## config.mk

```make
export PLATFORM = sky130hd
export DESIGN_NAME = dht11_sensor_responder
export DESIGN_NICKNAME = d
export VERILOG_FILES = /design/src/rtl/dht11_sensor_responder.sv
export SDC_FILE = /design/constraint.sdc
export NUM_CORES = 1
export LEC_CHECK = 0
export CORE_ASPECT_RATIO = 1.4
export CORE_MARGIN = 2
export CORE_UTILIZATION = 55
export DETAILED_ROUTE_END_ITERATION = 12
export GPL_TIMING_DRIVEN = 0
export PLACE_DENSITY = 0.77
export SETUP_SLACK_MARGIN = 0.05
export SYNTH_ARGS = -nofsm -noshare
export SYNTH_HDL_FRONTEND = slang
export SYNTH_SLANG_ARGS = --single-unit
export TNS_END_PERCENT = 50
```

## constraint.sdc

```tcl
create_clock -name clk -period 3.8 [get_ports clk]
set_input_delay 0.57 -clock clk [delete_from_list [all_inputs] [get_ports clk]]
set_output_delay 0.57 -clock clk [all_outputs]
set_load 0.02 [all_outputs]
```

## src/rtl/dht11_sensor_responder.sv

```systemverilog
// rtl/dht11_sensor_responder.sv - DHT11 sensor-side emulator for the single-wire link
// Open-drain style: only ever pulls the line low; pull-up/tristate live above this block.
module dht11_sensor_responder #(
    parameter int START_MIN = 18000,
    parameter int T_WAIT    = 30,
    parameter int T_RESP    = 80,
    parameter int T_BIT_LOW = 50,
    parameter int T_ZERO_HI = 26,
    parameter int T_ONE_HI  = 70,
    parameter int CNT_W     = 19
) (
    input  logic       clk,
    input  logic       rst_n,
    input  logic       dht_in,
    input  logic [7:0] hum_int,
    input  logic [7:0] hum_dec,
    input  logic [7:0] temp_int,
    input  logic [7:0] temp_dec,
    output logic       dht_drive_low,
    output logic       busy,
    output logic       frame_done,
    output logic       bad_start
);

    typedef enum logic [2:0] {
        S_IDLE      = 3'd0,
        S_HOST_LOW  = 3'd1,
        S_RESP_WAIT = 3'd2,
        S_RESP_LOW  = 3'd3,
        S_RESP_HIGH = 3'd4,
        S_BIT_LOW   = 3'd5,
        S_BIT_HIGH  = 3'd6,
        S_END_LOW   = 3'd7
    } state_t;

    localparam logic [CNT_W-1:0] L_START   = CNT_W'(START_MIN);
    localparam logic [CNT_W-1:0] L_WAIT    = CNT_W'(T_WAIT);
    localparam logic [CNT_W-1:0] L_RESP    = CNT_W'(T_RESP);
    localparam logic [CNT_W-1:0] L_BIT_LOW = CNT_W'(T_BIT_LOW);
    localparam logic [CNT_W-1:0] L_ZERO_HI = CNT_W'(T_ZERO_HI);
    localparam logic [CNT_W-1:0] L_ONE_HI  = CNT_W'(T_ONE_HI);

    logic             r_sync1;
    logic             r_line;
    state_t           r_state;
    state_t           w_next;
    logic [CNT_W-1:0] r_cnt;
    logic [5:0]       r_bit_idx;
    logic [39:0]      r_frame;
    logic [7:0]       w_chk;
    logic [CNT_W-1:0] w_hi_len;
    logic             w_drive_nxt;
    logic             w_busy_nxt;
    logic             w_done_nxt;
    logic             w_bad_nxt;

    assign w_chk    = hum_int + hum_dec + temp_int + temp_dec;
    assign w_hi_len = r_frame[r_bit_idx] ? L_ONE_HI : L_ZERO_HI;

    // Synchronizer resets to "released" so reset does not look like a host start.
    always_ff @(posedge clk or negedge rst_n) begin
        if (!rst_n) begin
            r_sync1 <= 1'b1;
            r_line  <= 1'b1;
        end else begin
            r_sync1 <= dht_in;
            r_line  <= r_sync1;
        end
    end

    always_ff @(posedge clk or negedge rst_n) begin
        if (!rst_n) begin
            r_state       <= S_IDLE;
            dht_drive_low <= 1'b0;
            busy          <= 1'b0;
            frame_done    <= 1'b0;
            bad_start     <= 1'b0;
        end else begin
            r_state       <= w_next;
            dht_drive_low <= w_drive_nxt;
            busy          <= w_busy_nxt;
            frame_done    <= w_done_nxt;
            bad_start     <= w_bad_nxt;
        end
    end

    always_comb begin
        w_next = r_state;
        case (r_state)
            S_IDLE: begin
                if (!r_line) w_next = S_HOST_LOW;
            end
            S_HOST_LOW: begin
                if (r_line) w_next = (r_cnt >= L_START) ? S_RESP_WAIT : S_IDLE;
            end
            S_RESP_WAIT: begin
                if (r_cnt == L_WAIT) w_next = S_RESP_LOW;
            end
            S_RESP_LOW: begin
                if (r_cnt == L_RESP) w_next = S_RESP_HIGH;
            end
            S_RESP_HIGH: begin
                if (r_cnt == L_RESP) w_next = S_BIT_LOW;
            end
            S_BIT_LOW: begin
                if (r_cnt == L_BIT_LOW) w_next = S_BIT_HIGH;
            end
            S_BIT_HIGH: begin
                if (r_cnt == w_hi_len) w_next = (r_bit_idx == 6'd0) ? S_END_LOW : S_BIT_LOW;
            end
            S_END_LOW: begin
                if (r_cnt == L_BIT_LOW) w_next = S_IDLE;
            end
            default: w_next = S_IDLE;
        endcase
    end

    // Outputs are decoded from the next state so they register together with it.
    always_comb begin
        w_drive_nxt = 1'b0;
        w_busy_nxt  = 1'b0;
        w_done_nxt  = 1'b0;
        w_bad_nxt   = 1'b0;
        case (w_next)
            S_RESP_LOW, S_BIT_LOW, S_END_LOW: w_drive_nxt = 1'b1;
            default:                          w_drive_nxt = 1'b0;
        endcase
        case (w_next)
            S_IDLE, S_HOST_LOW: w_busy_nxt = 1'b0;
            default:            w_busy_nxt = 1'b1;
        endcase
        w_done_nxt = (r_state == S_END_LOW)  && (w_next == S_IDLE);
        w_bad_nxt  = (r_state == S_HOST_LOW) && (w_next == S_IDLE);
    end

    // Every phase counts 1..N while in the state; HOST_LOW saturates at START_MIN.
    always_ff @(posedge clk or negedge rst_n) begin
        if (!rst_n) begin
            r_cnt <= '0;
        end else if (w_next != r_state) begin
            r_cnt <= (w_next == S_IDLE) ? '0 : {{(CNT_W-1){1'b0}}, 1'b1};
        end else if (r_state == S_HOST_LOW) begin
            if (r_cnt < L_START) r_cnt <= r_cnt + 1'b1;
        end else if (r_state != S_IDLE) begin
            r_cnt <= r_cnt + 1'b1;
        end
    end

    always_ff @(posedge clk or negedge rst_n) begin
        if (!rst_n) begin
            r_frame   <= '0;
            r_bit_idx <= '0;
        end else begin
            if (r_state == S_HOST_LOW && w_next == S_RESP_WAIT)
                r_frame <= {hum_int, hum_dec, temp_int, temp_dec, w_chk};
            if (r_state == S_RESP_HIGH && w_next == S_BIT_LOW)
                r_bit_idx <= 6'd39;
            else if (r_state == S_BIT_HIGH && w_next == S_BIT_LOW)
                r_bit_idx <= r_bit_idx - 6'd1;
        end
    end

endmodule

```

==> impl_metrics.tcl, run 1 <==
set metrics [dict create \
    critPathKind "reg2reg" \
    synth_fp_nets 457 \
    grt_util_met3 0.05419 \
    yosysWarnings 0 \
    clock-root-buffer "clkbuf_8" \
    syn_to_final_growth_pct 17.43 \
    p_leak_nw 2.273 \
    grt_util_met2 0.4442 \
    yosysSeqAreaShare 0.4208 \
    die_height_microns 109.9 \
    syn_area_per_cell_sq_um 11.10 \
    antenna_found_initial 0 \
    cts_sinks 74 \
    cts_max_path_buffers 2 \
    hold_viol 0 \
    grt_pass1_vias 3422 \
    dr.pass1.iters 4 \
    cpMaxStageDelayCell "a211oi_2" \
    grt_pass1_wl_mm 16.34 \
    yosysMostFrequentCell "dfrtp_1" \
    max-cap-violations 0 \
    slew_viol_final 0 \
    fin_worst_skew_ns 0.008184 \
    crit_path_end_kind "flip-flop" \
    synth_top_area_cell "dfrtp_1" \
    r2r_start "r_bit_idx[0]" \
    die_area_sq_um 8754 \
    p_seq_frac 0.435 \
    drc 0 \
    ir_worst_vdd_mv 0.2963 \
    crit_fanout 10 \
    utilization 0.6677 \
    cts_tree "built" \
    grt_max_degree 54 \
    portBuffers 38 \
    cp_slowest_stage_delay_ns 0.64 \
    core_area_sq_um 7750 \
    ys_async_sr_fraction 1.000 \
    holdBufCountCts 0 \
    synthesis.instances 397 \
    ys_top_cells_by_count "dfrtp_1, mux2_2, nor2_1" \
    status "finished, final reports clean" \
    arrival_ns 3.59 \
    start_util 0.5686 \
    drt-initial-drc-count 118 \
    power_mw 1.846 \
    die_x_microns 79.65 \
    min_period_ns 3.335 \
    path_cells "buf_2 > mux4_2 > mux2i_1 > o221a_2 > nand4_2 > a2bb2oi_1 > a211oi_2 > buf_4 > nor2_1" \
    tightest_slew_ns 0.7531 \
    setup_violations 0 \
    syn-cell-area_sq_um 4407 \
    clock.fmax_mhz 299.9 \
    power_density_nw_per_um2 356.7 \
    pwr-share-comb 0.171 \
    post_cts_resize_count 0 \
    grt_remaining_overflow 0 \
    rsz0062_at_grt "no" \
    met1_usage 0.2806 \
    final_net_count 507 \
    diodes 0 \
    grt_use_total 0.2477 \
    rr_worst_depth 9 \
    h-tree-depth 3 \
    hpwlAfterDp_mm 7.370 \
    layoutNonFillerInstCount 552 \
    wl_per_cell_microns 17.61 \
    clk_latency_ns 0.36 \
    fin_crit_sh 0.8775 \
    hp-class "in2async" \
    synth_seq_cells 74 \
    gp_congestion 0.9071 \
    viasPerCell 5.951 \
    path_clk_slew_ns 0.08 \
    netlist_top_cells_area "dfrtp_1, mux2_2, fa_1" \
    rrSetupSlack_ns 0.47 \
    numCtsBuffers 9 \
    reg2reg_to "r_cnt[10]" \
    layout-drive-gt1-share 0.1726 \
    total_switching_power_mw 0.4772 \
    vias 3285 \
    totalWireLength_mm 9.720 \
    p_clk_frac 0.394 \
    critPathLaunchType "flip-flop" \
    fin_setup_tns_ns 0 \
    ioPinCount 39 \
    fp-row-count 38 \
    yosysTopAreaCellShare 0.4089 \
    synth.distinct_cells 62 \
    synth-edff-count 0 \
    grt-busiest-layer "met2" \
    cts_setup_buffers 0 \
    max_slew_margin 0.4970 \
    cp.required_ns 4.05 \
    detail-route-antenna-nets 0 \
    sw_frac_of_total 0.2585 \
    synth_ff_type "dfrtp_1" \
    numPlacedInstances 536 \
    hold_ws_ns 0.09644 \
    internal-power_mw 1.369 \
]
[metal layers]
layer  wire length (microns)  share of wire
met1                    3902           0.40
met2                    5132           0.53
met3                     322          0.033
met4                     362          0.037
met5                       0              0
[cell usage in the layout (no fill, tap or decap), types with 2 or more instances in the layout]
cell type         n
ha_1             11
fa_1             14
clkbuf_1         12
and4_1            3
o21ai_0           6
a2111oi_0         2
nor4_1            2
nand2b_1          2
mux2i_1          15
and3_1            5
mux2_2           38
clkdlybuf4s50_1  37
clkbuf_8         12
a22oi_1           4
nand4_1          12
nor2b_1           4
nand2_1          20
nor3b_1           2
bufinv_16         2
a21o_1            5
and2_1            5
mux4_2            4
dfrtp_1          72
dfstp_2           2
or3_1             3
xor2_1           17
nand3_1          17
inv_1            15
or4_1             2
buf_4             2
nor2_1           34
o21a_1            3
a21oi_1          13
buf_2             4
nor3_1            7
xnor2_1          12
[registers in the layout (all words and copies together), names as in the netlist, 3 cells and up]
signal / count
r_frame: 40
r_cnt: 19
r_bit_idx: 6
r_state: 3
[kinds of logic after synthesis]
family	count (synthesis)	share of synthesized area
AOI/OAI and AO/OA	52	0.08717
xor gates and xnor gates	29	0.05764
adders and majority gates	25	0.09483
buffers and inverters	32	0.02924
DFF	74	0.4208
muxes	57	0.1516
and+or+nand+nor	128	0.1587
[metrics by stage]
step / setup slack, ns / area [sq um]
2_1_floorplan: 0.8566 / 4407
3_3_place_gp: -0.3899 / 4912
3_5_place_dp: 0.1125 / 4937
4_1_cts: 0.4907 / 5175
5_1_grt: 0.3142 / 5175
6_report: 0.4653 / 5175
[power by group through the flow]
stage / clock, mW / combinational, mW / sequential, mW
global placement: 0 / 0.303 / 0.818
detailed placement: 0 / 0.318 / 0.819
floorplan: 0 / 0.195 / 0.818
global route: 0.773 / 0.356 / 0.804
finish: 0.727 / 0.315 / 0.803
CTS: 0.738 / 0.319 / 0.803
[worst max path at each step]
stage                       from          end  slack (ns)  cells past startpoint
global placement           rst_n  r_frame[38]       -0.39                      1
finish              r_bit_idx[0]    r_cnt[10]        0.47                      9
detailed placement    hum_int[1]   r_frame[7]        0.11                     13
global route        r_bit_idx[0]    r_cnt[10]        0.31                      9
floorplan             hum_int[2]   r_frame[6]        0.86                      9
CTS                   hum_int[1]   r_frame[7]        0.49                     13
[layout make-up]
type / count / area, sq um
plain buffers: 17 / 72.57
well taps: 100 / 125.1
inverters: 15 / 56.30
repair buffers: 39 / 405.4
flip-flops and latches: 74 / 1854
clock buffers: 12 / 165.2
clock inverters: 4 / 72.57
multi-input cells: 291 / 2424
fillers: 605 / 2575
[critical path: cells and delay by family (launching register included)]
family / cells / cell delay, ns
AOI/OAI and AO/OA: 3 / 1.08
buffers and inverters: 2 / 0.60
DFF: 1 / 0.54
muxes: 2 / 0.73
and+or+nand+nor: 2 / 0.26
Power figures use the tool's default switching activity.
==> inputs of run 2 (changes only) <==
--- a/config.mk
+++ b/config.mk
@@ -5,9 +5,11 @@
 export SDC_FILE = /design/constraint.sdc
 export NUM_CORES = 1
 export LEC_CHECK = 0
+export ABC_CLOCK_PERIOD_IN_PS = 3800
 export CORE_ASPECT_RATIO = 1.4
 export CORE_MARGIN = 2
 export CORE_UTILIZATION = 55
+export CTS_CLUSTER_SIZE = 16
 export DETAILED_ROUTE_END_ITERATION = 12
 export GPL_TIMING_DRIVEN = 0
 export PLACE_DENSITY = 0.77
==> results of run 2 <==
Same layout as run 1: the final DEF is identical, and so are final timing and power.
==> inputs of run 3 (changes only) <==
--- a/config.mk
+++ b/config.mk
@@ -9,6 +9,7 @@
 export CORE_ASPECT_RATIO = 1.4
 export CORE_MARGIN = 2
 export CORE_UTILIZATION = 55
+export CTS_BUF_LIST = sky130_fd_sc_hd__clkbuf_8 sky130_fd_sc_hd__clkbuf_16
 export CTS_CLUSTER_SIZE = 16
 export DETAILED_ROUTE_END_ITERATION = 12
 export GPL_TIMING_DRIVEN = 0
==> results of run 3 <==
Same layout as run 1: the final DEF is identical, and so are final timing and power.
